### src/rtl/clock_gen.sv
// Multi-channel programmable clock divider with glitch-free divisor updates.
// Define CLKGEN_PENDING_STATUS_EN to expose the per-channel pending flags on cfg_pending.
module clock_gen #(
    parameter int NUM_CH  = 4,
    parameter int CNT_W   = 27,
    parameter int DIV_RST = 1,
    localparam int CH_W   = (NUM_CH > 1) ? $clog2(NUM_CH) : 1
) (
    input  logic              masterclock,
    input  logic              rst_n,
    input  logic [NUM_CH-1:0] ch_en,
    input  logic              sync_clr,
    input  logic              cfg_wr,
    input  logic [CH_W-1:0]   cfg_ch,
    input  logic [CNT_W-1:0]  cfg_div,
`ifdef CLKGEN_PENDING_STATUS_EN
    output logic [NUM_CH-1:0] cfg_pending,
`endif
    output logic [NUM_CH-1:0] clk_out,
    output logic [NUM_CH-1:0] tick
);

    localparam logic [CNT_W-1:0] DIV_INIT = CNT_W'(DIV_RST);
    localparam logic [CNT_W-1:0] ONE      = CNT_W'(1);

    logic [CNT_W-1:0]  r_act  [NUM_CH];
    logic [CNT_W-1:0]  r_pend [NUM_CH];
    logic [CNT_W-1:0]  r_cnt  [NUM_CH];
    logic [NUM_CH-1:0] r_pflag;
    logic [NUM_CH-1:0] r_clk;
    logic [NUM_CH-1:0] r_tick;

    logic [CNT_W-1:0]  w_act_n  [NUM_CH];
    logic [CNT_W-1:0]  w_pend_n [NUM_CH];
    logic [CNT_W-1:0]  w_cnt_n  [NUM_CH];
    logic [NUM_CH-1:0] w_pflag_n;
    logic [NUM_CH-1:0] w_clk_n;
    logic [NUM_CH-1:0] w_tick_n;
    logic [NUM_CH-1:0] w_sel;
    logic [NUM_CH-1:0] w_run;
    logic [NUM_CH-1:0] w_tc;
    logic [NUM_CH-1:0] w_apply;

    always_comb begin
        for (int i = 0; i < NUM_CH; i++) begin
            w_sel[i]     = cfg_wr && (cfg_ch == CH_W'(i));
            w_run[i]     = ch_en[i] && (r_act[i] != '0);
            w_tc[i]      = w_run[i] && (r_cnt[i] == r_act[i] - ONE);
            w_apply[i]   = !w_run[i] || w_tc[i];
            w_act_n[i]   = r_act[i];
            w_pend_n[i]  = r_pend[i];
            w_pflag_n[i] = r_pflag[i];
            w_cnt_n[i]   = '0;
            w_clk_n[i]   = 1'b0;
            w_tick_n[i]  = 1'b0;
            if (sync_clr) begin
                // A write in the same cycle is applied together with the restart
                if (w_sel[i]) begin
                    w_act_n[i]  = cfg_div;
                    w_pend_n[i] = cfg_div;
                end else if (r_pflag[i]) begin
                    w_act_n[i] = r_pend[i];
                end
                w_pflag_n[i] = 1'b0;
            end else begin
                if (w_tc[i]) begin
                    w_clk_n[i]  = ~r_clk[i];
                    w_tick_n[i] = ~r_clk[i];
                end else if (w_run[i]) begin
                    w_cnt_n[i] = r_cnt[i] + ONE;
                    w_clk_n[i] = r_clk[i];
                end
                if (w_apply[i] && r_pflag[i]) begin
                    w_act_n[i]   = r_pend[i];
                    w_pflag_n[i] = 1'b0;
                end
                // Written after the apply so a write at terminal count waits a full half-period
                if (w_sel[i]) begin
                    w_pend_n[i]  = cfg_div;
                    w_pflag_n[i] = 1'b1;
                end
            end
        end
    end

    always_ff @(posedge masterclock or negedge rst_n) begin
        if (!rst_n) begin
            for (int i = 0; i < NUM_CH; i++) begin
                r_act[i]  <= DIV_INIT;
                r_pend[i] <= DIV_INIT;
                r_cnt[i]  <= '0;
            end
            r_pflag <= '0;
            r_clk   <= '0;
            r_tick  <= '0;
        end else begin
            for (int i = 0; i < NUM_CH; i++) begin
                r_act[i]  <= w_act_n[i];
                r_pend[i] <= w_pend_n[i];
                r_cnt[i]  <= w_cnt_n[i];
            end
            r_pflag <= w_pflag_n;
            r_clk   <= w_clk_n;
            r_tick  <= w_tick_n;
        end
    end

    assign clk_out = r_clk;
    assign tick    = r_tick;
`ifdef CLKGEN_PENDING_STATUS_EN
    assign cfg_pending = r_pflag;
`endif

endmodule
### config.mk
export PLATFORM = sky130hd
export DESIGN_NAME = clock_gen
export DESIGN_NICKNAME = d
export VERILOG_FILES = /design/src/rtl/clock_gen.sv
export SDC_FILE = /design/constraint.sdc
export NUM_CORES = 1
export LEC_CHECK = 0
export ABC_AREA = 1
export BUFFER_PORTS_ARGS = -buffer_cell sky130_fd_sc_hd__buf_2
export CORE_ASPECT_RATIO = 1.1
export CORE_MARGIN = 1
export CORE_UTILIZATION = 45
export CTS_CLUSTER_SIZE = 10
export DETAILED_ROUTE_END_ITERATION = 16
export PLACE_DENSITY_LB_ADDON = 0.25
export SLEW_MARGIN = 25
export SYNTH_ARGS = -nofsm -noshare
export SYNTH_HDL_FRONTEND = slang
export SYNTH_SLANG_ARGS = --single-unit
### constraint.sdc
create_clock -name masterclock -period 3.7 [get_ports masterclock]
set_clock_uncertainty 0.1 [all_clocks]
set_input_delay 0.37 -clock masterclock [delete_from_list [all_inputs] [get_ports masterclock]]
set_output_delay 0.37 -clock masterclock [all_outputs]
set_load 0.02 [all_outputs]
==> impl_metrics.tcl, run 1 <==
set metrics [dict create \
    synth_fp_nets 2990 \
    post_cts_buffers 0 \
    die-area_mm2 0.0475 \
    synth-edff-count 0 \
    cp-endpoint "r_cnt[56]$_DFF_PN0_" \
    critPathCaptureType "flip-flop" \
    slew_viol_final 0 \
    pin_count 45 \
    powerDensity_mw_per_mm2 541 \
    reg2reg_depth 13 \
    holdCritPathClass "in -> reg" \
    cpPeakStageDelay_ns 0.51 \
    vias 18300 \
    drive_gt1_frac 0.0702 \
    start_util 0.459 \
    hold_violations 0 \
    r2r_slack_ns 0.53 \
    critPathSlowestCell "nor2_2" \
    postRouteAntennaNets 0 \
    path_depth 13 \
    clock_sinks 336 \
    drt-initial-drc-count 1006 \
    synth_seq_area_share 0.401 \
    worst-slew-pin-transition_ns 0.950 \
    ys.warnings.count 0 \
    syn-instance-count 2941 \
    placementRows 82 \
    path_cells "nor2_1 > nand2_1 > nor2_2 > nand2_1 > o21ai_1 > nand2_1 > nor2_1 > nand3_1 > nor2_1 > nand3_2 > nand3_4 > buf_4 > nor3_1" \
    final_net_count 3026 \
    fp.dieH_um 229 \
    antenna_found_initial 0 \
    crit_required_ns 4.02 \
    gp_congestion 0.930 \
    synth-async-reset-ratio 1.00 \
    slew_headroom 0.365 \
    arrival_ns 3.49 \
    io_buffers 44 \
    numCtsBuffers 41 \
    rsz0062_at_grt "no" \
    synth_ff_type "dfrtp_1" \
    clockBufferDepth 3 \
    yosysTopAreaCell "dfrtp_1" \
    path_clk_slew_ns 0.05 \
    grt_pass1_wl_um 90900 \
    regArea_mm2 0.00842 \
    dr.pass1.iters 5 \
    crit_buf_inv 1 \
    hpwl_um 41100 \
    crit_path_max_fanout 30 \
    cts_resized 0 \
    reg2reg_from "r_act[59]$_DFFE_PN0P_" \
    fill_cells 4617 \
    outcome "finished, final reports clean" \
    gr-total-overflow 0 \
    startpoint "r_act[59]$_DFFE_PN0P_" \
    cts_hold_buffers 9 \
    first_global_vias 17900 \
    viasPerCell 5.08 \
    setup_viol 0 \
    grt_max_degree 104 \
    netlist_area_mm2 0.0210 \
    wl_per_cell_um 15.1 \
    cts-root-buf "clkbuf_16" \
    reg2reg_to "r_cnt[56]$_DFF_PN0_" \
    route.detailed.drc 0 \
    crit_path_start_kind "flip-flop" \
    insertion_delay_ns 0.57 \
    synth_area_leaders "dfrtp_1 39%, nand2_1 15%, inv_1 7.8%, nor2_1 6.2%, nand3_1 5.5%" \
    track_usage 0.235 \
    p_leak_nw 11.9 \
    die_x_um 208 \
    tritoncts "built" \
    core-area_mm2 0.0458 \
    drv_cap 0 \
    fmax_mhz 315 \
    synth_seq_cells 336 \
    finalCritPeriodShare 0.857 \
    cp_top_family "simple AND/OR/NAND/NOR gates" \
    vdd_drop_max_v 0.000375 \
    area_delta_synth_final_pct 9.70 \
    critPathKind "reg -> reg" \
    setup_tns_ns 0 \
    cts-htree-levels 2 \
    fin_crit_ns 3.17 \
    fin_area_mm2 0.0230 \
    dpl-instance-area_mm2 0.0217 \
    routed_wirelength_um 54300 \
    netlist.area_leader.share 0.391 \
    syn_avg_cell_area_um2 7.14 \
    synth_cell_type_count 49 \
    multi_input_area_mm2 0.0104 \
]
-- final cells by class --
class | count | share of cell area
inverters | 439 | 0.0716
well taps | 588 | 0.0320
clock buffers | 66 | 0.0508
diodes | 1 | 0.000109
flip-flops and latches | 336 | 0.366
multi-input cells | 2079 | 0.454
repair buffers | 80 | 0.0238
clock inverters | 5 | 0.00250
-- registers in the layout, indices dropped and copies added (netlist names) --
register	flops
r_pend	108
clk_out	4
r_cnt	108
r_pflag	4
r_act	108
tick	4
-- cells in the mapped netlist (all sizes together) (11+ instances only) --
master and number:
dfrtp 328, nand3b 16, nand4 48, nand3 240, nor2 380, ha 12, clkbuf 46, buf 41
inv 439, xnor2 59, nor4 11, xor2 121, a21oi 13, nor3 49, nand2 847, o21ai 197
mux2i 54
-- power by group --
group	internal, mW	switching [mW]	total (mW)	leakage, nW
registers	4.24	0.649	4.89	4.36
clock network	2.22	1.54	3.76	0.596
logic	1.34	2.46	3.80	6.99
-- cells by family (layout without fill, tap and decap cells) --
kind of cell	after synthesis	in the layout	share of synthesized area
simple gates	1601	1601	0.329
flops	336	336	0.401
other cells	0	1	0
compound gates	230	230	0.0578
fa+ha+maj	12	12	0.00715
buf+inv	526	590	0.102
mux	54	54	0.0258
xor+xnor	182	182	0.0773
-- per-layer routing --
layer  track usage  up-vias  part of all wire
met5             0        -                 0
met4        0.0752        0             0.025
met3        0.0324       90             0.047
met2         0.400      382              0.48
met1         0.307     8552              0.45
li1              -     9235                 -
-- cell usage in the layout (no fill, tap or decap), types with 3 or more instances in the layout --
cell             n
nand2_1        831
inv_1          434
nor2_1         344
dfrtp_1        328
nand3_1        229
o21ai_0        192
xor2_1         121
xnor2_1         59
mux2i_1         54
nand4_1         48
buf_2           43
nor3_1          42
clkbuf_16       41
buf_4           25
nor2_2          23
clkbuf_1        20
nand3b_1        16
nand2_2         14
a21oi_1         13
nor2_4          12
ha_1            12
nor4_1          11
nand3_2         10
dlygate4sd3_1    9
dfstp_2          8
nor3_2           7
o22ai_1          7
clkbuf_8         5
inv_2            4
o211ai_1         4
or2_2            3
o21ai_1          3
clkinv_2         3
-- stage by stage --
| stage | utilization | hold WS, ns | power [mW] | setup slack, ns | std cells |
|---|---|---|---|---|---|
| after floorplan | - | -0.0256 | 7.69 | 1.32 | 2941 |
| after global placement | 0.474 | 0.359 | 8.66 | 0.494 | 3513 |
| after detailed placement | 0.474 | 0.361 | 8.73 | 0.529 | 3513 |
| after CTS | 0.503 | 0.00175 | 12.6 | 0.522 | 3593 |
| after global routing | 0.503 | 0.0390 | 13.4 | 0.200 | 3593 |
| final | 0.503 | 0.0450 | 12.5 | 0.528 | 3594 |
-- worst register-to-register path: stages, from the launching register on --
cell and delay (ns):
dfrtp_1 0.45, nor2_1 0.21, nand2_1 0.10, nor2_2 0.51, nand2_1 0.22, o21ai_1 0.22, nand2_1 0.07, nor2_1 0.09
nand3_1 0.08, nor2_1 0.13, nand3_2 0.12, nand3_4 0.28, buf_4 0.37, nor3_1 0.12
-- worst min-delay path by stage --
stage | startpoint | endpoint | slack [ns] | depth (start not counted)
4_1_cts | cfg_div[12] | r_pend[12]$_DFFE_PN0P_ | 0.002 | 3
5_1_grt | cfg_div[16] | r_pend[16]$_DFFE_PN0P_ | 0.04 | 3
3_5_place_dp | r_act[27]$_DFFE_PN1P_ | r_act[27]$_DFFE_PN1P_ | 0.36 | 2
6_report | cfg_div[20] | r_pend[20]$_DFFE_PN0P_ | 0.05 | 3
2_1_floorplan | rst_n | clk_out[0]$_DFFE_PN0P_ | -0.03 | 0
3_3_place_gp | r_act[27]$_DFFE_PN1P_ | r_act[27]$_DFFE_PN1P_ | 0.36 | 2
No activity file was read; power rests on OpenSTA's default activity.
==> run 2, diff against run 1 <==
--- a/config.mk
+++ b/config.mk
@@ -12,6 +12,7 @@
 export CORE_UTILIZATION = 45
 export CTS_CLUSTER_SIZE = 10
 export DETAILED_ROUTE_END_ITERATION = 16
+export MAX_ROUTING_LAYER = met4
 export PLACE_DENSITY_LB_ADDON = 0.25
 export SLEW_MARGIN = 25
 export SYNTH_ARGS = -nofsm -noshare
==> impl_metrics.tcl, run 2 (synthesis gave the netlist of run 1 again) <==
set metrics [dict create \
    outcome "finished, final reports clean" \
    gp_congestion 0.943 \
    holdCritPathClass "in -> reg" \
    comb_power_share 0.310 \
    num_antenna_cells 0 \
    die-area_mm2 0.0475 \
    reg_top3 "r_act (108), r_cnt (108), r_pend (108)" \
    rsz0062_at_grt "no" \
    reg2reg_from "r_act[59]$_DFFE_PN0P_" \
    tritoncts "built" \
    grt_pass1_wl_um 90900 \
    worst-slew-pin-transition_ns 0.950 \
    power.net_switching_mw 4.64 \
    fin_crit_ns 3.15 \
    reg2reg_depth 13 \
    r2r_slack_ns 0.55 \
    stdcell_count 3591 \
    finalCritPeriodShare 0.852 \
    clock_sinks 336 \
    p_total_mw 12.3 \
    vdd_drop_max_v 0.000342 \
    placementRows 82 \
    fp.dieH_um 229 \
    drt-initial-drc-count 1033 \
    cp-endpoint "clk_out[1]$_DFFE_PN0P_" \
    first_global_vias 17800 \
    insertion_delay_ns 0.56 \
    fill_cells 4614 \
    pwr-share-seq 0.397 \
    crit_path_max_fanout 30 \
    gr-total-overflow 0 \
    multi_input_area_mm2 0.0104 \
    antenna_found_initial 0 \
    arrival_ns 3.47 \
    dr.pass1.iters 5 \
    cts-root-buf "clkbuf_16" \
    switching_share 0.377 \
    hold_violations 0 \
    cts_resized 0 \
    slew_viol_final 0 \
    area_delta_synth_final_pct 9.34 \
    grt_max_degree 95 \
    critPathKind "reg -> reg" \
    final_net_count 3023 \
    startpoint "r_act[59]$_DFFE_PN0P_" \
    cts-htree-levels 2 \
    final_cell_mix "831 x nand2_1, 434 x inv_1, 344 x nor2_1" \
    crit_path_start_kind "flip-flop" \
    p_int_mw 7.66 \
    io_buffers 44 \
    core-area_mm2 0.0458 \
    clockBufferDepth 3 \
    crit_required_ns 4.02 \
    critPathCaptureType "flip-flop" \
    drv_cap 0 \
    setup_tns_ns 0 \
    pin_count 45 \
    powerDensity_mw_per_mm2 536 \
    post-place-cells 3513 \
    post_cts_buffers 0 \
    final_common_cell "nand2_1" \
    p_leak_nw 11.9 \
    numCtsBuffers 40 \
    routed_wirelength_um 54800 \
    hpwl_um 41500 \
    viasPerCell 5.08 \
    setup_viol 0 \
    wl_per_cell_um 15.3 \
    drive_gt1_frac 0.0686 \
    clkPwrFrac 0.293 \
    start_util 0.459 \
    die_x_um 208 \
    track_usage 0.242 \
    min_from "cfg_div[6]" \
    fmax_mhz 317 \
    regArea_mm2 0.00842 \
    route.detailed.drc 0 \
    reg2reg_to "clk_out[1]$_DFFE_PN0P_" \
    slew_headroom 0.365 \
    postRouteAntennaNets 0 \
    path_clk_slew_ns 0.06 \
    vias 18200 \
]
## run 2: cell count changes in the layout (fill, tap and decap cells not counted), sizes merged
| cell | change |
|---|---|
| clkbuf | +1 |
| bufinv | -1 |
| dlygate4sd3 | -2 |
| diode | -1 |
## run 2: cell type report
type	instances	area share
multi-input combinational	2079	0.455
sequential	336	0.367
inverter	439	0.0719
clock buffer	67	0.0494
tap	588	0.0321
timing repair buffer	78	0.0236
clock inverter	4	0.00120
## run 2: how the worst min path moves through the flow
stage                                   endpoint  cells past startpoint
final                      r_pend[6]$_DFFE_PN0P_                      3
after global routing       r_pend[6]$_DFFE_PN0P_                      3
after CTS                 r_pend[60]$_DFFE_PN0P_                      3
after detailed placement   r_act[28]$_DFFE_PN0P_                      2
after global placement    clk_out[1]$_DFFE_PN0P_                      1
after floorplan           clk_out[0]$_DFFE_PN0P_                      0
## run 2: through the flow
stage,util,cell area [um2],setup WS [ns],hold WS (ns)
floorplan,-,21000,1.32,-0.0256
global placement,0.475,21700,0.538,0.365
detailed placement,0.475,21700,0.554,0.360
CTS,0.501,22900,0.544,0.00236
global route,0.501,22900,0.259,0.0237
finish,0.501,22900,0.547,0.0331
## run 2: layer usage
metal / vias up / wire length, um / part of all wire / GRT usage
met3: 62 / 2380 / 0.043 / 0.0316
li1: 9232 / - / - / -
met2: 356 / 26500 / 0.48 / 0.399
met1: 8576 / 25000 / 0.46 / 0.314
met4: 0 / 994 / 0.018 / 0.0600
met5: - / 0 / 0 / -
## run 2: what timing repair did
item / CTS / global route
hold buffers: 7 / 0
hold endpoints to repair: 94 / 0
endpoints found under the setup margin: 0 / 0
## run 2: worst max-delay path: stages (launching register included)
cell     delay [ns]
dfrtp_1        0.45
nor2_1         0.21
nand2_1        0.09
nor2_2         0.47
nand2_1        0.20
o21ai_1        0.22
nand2_1        0.09
nor2_1         0.09
nand3_1        0.09
nor2_1         0.12
nand3_2        0.12
nand3_4        0.27
buf_4          0.37
o22ai_1        0.12
## run 2: power by group through the flow
stage	combinational (mW)	clock, mW	sequential (mW)
2_1_floorplan	2.98	0	4.71
3_3_place_gp	3.73	0	4.94
3_5_place_dp	3.78	0	4.94
4_1_cts	3.82	3.71	4.89
5_1_grt	4.41	3.86	4.96
6_report	3.81	3.60	4.89
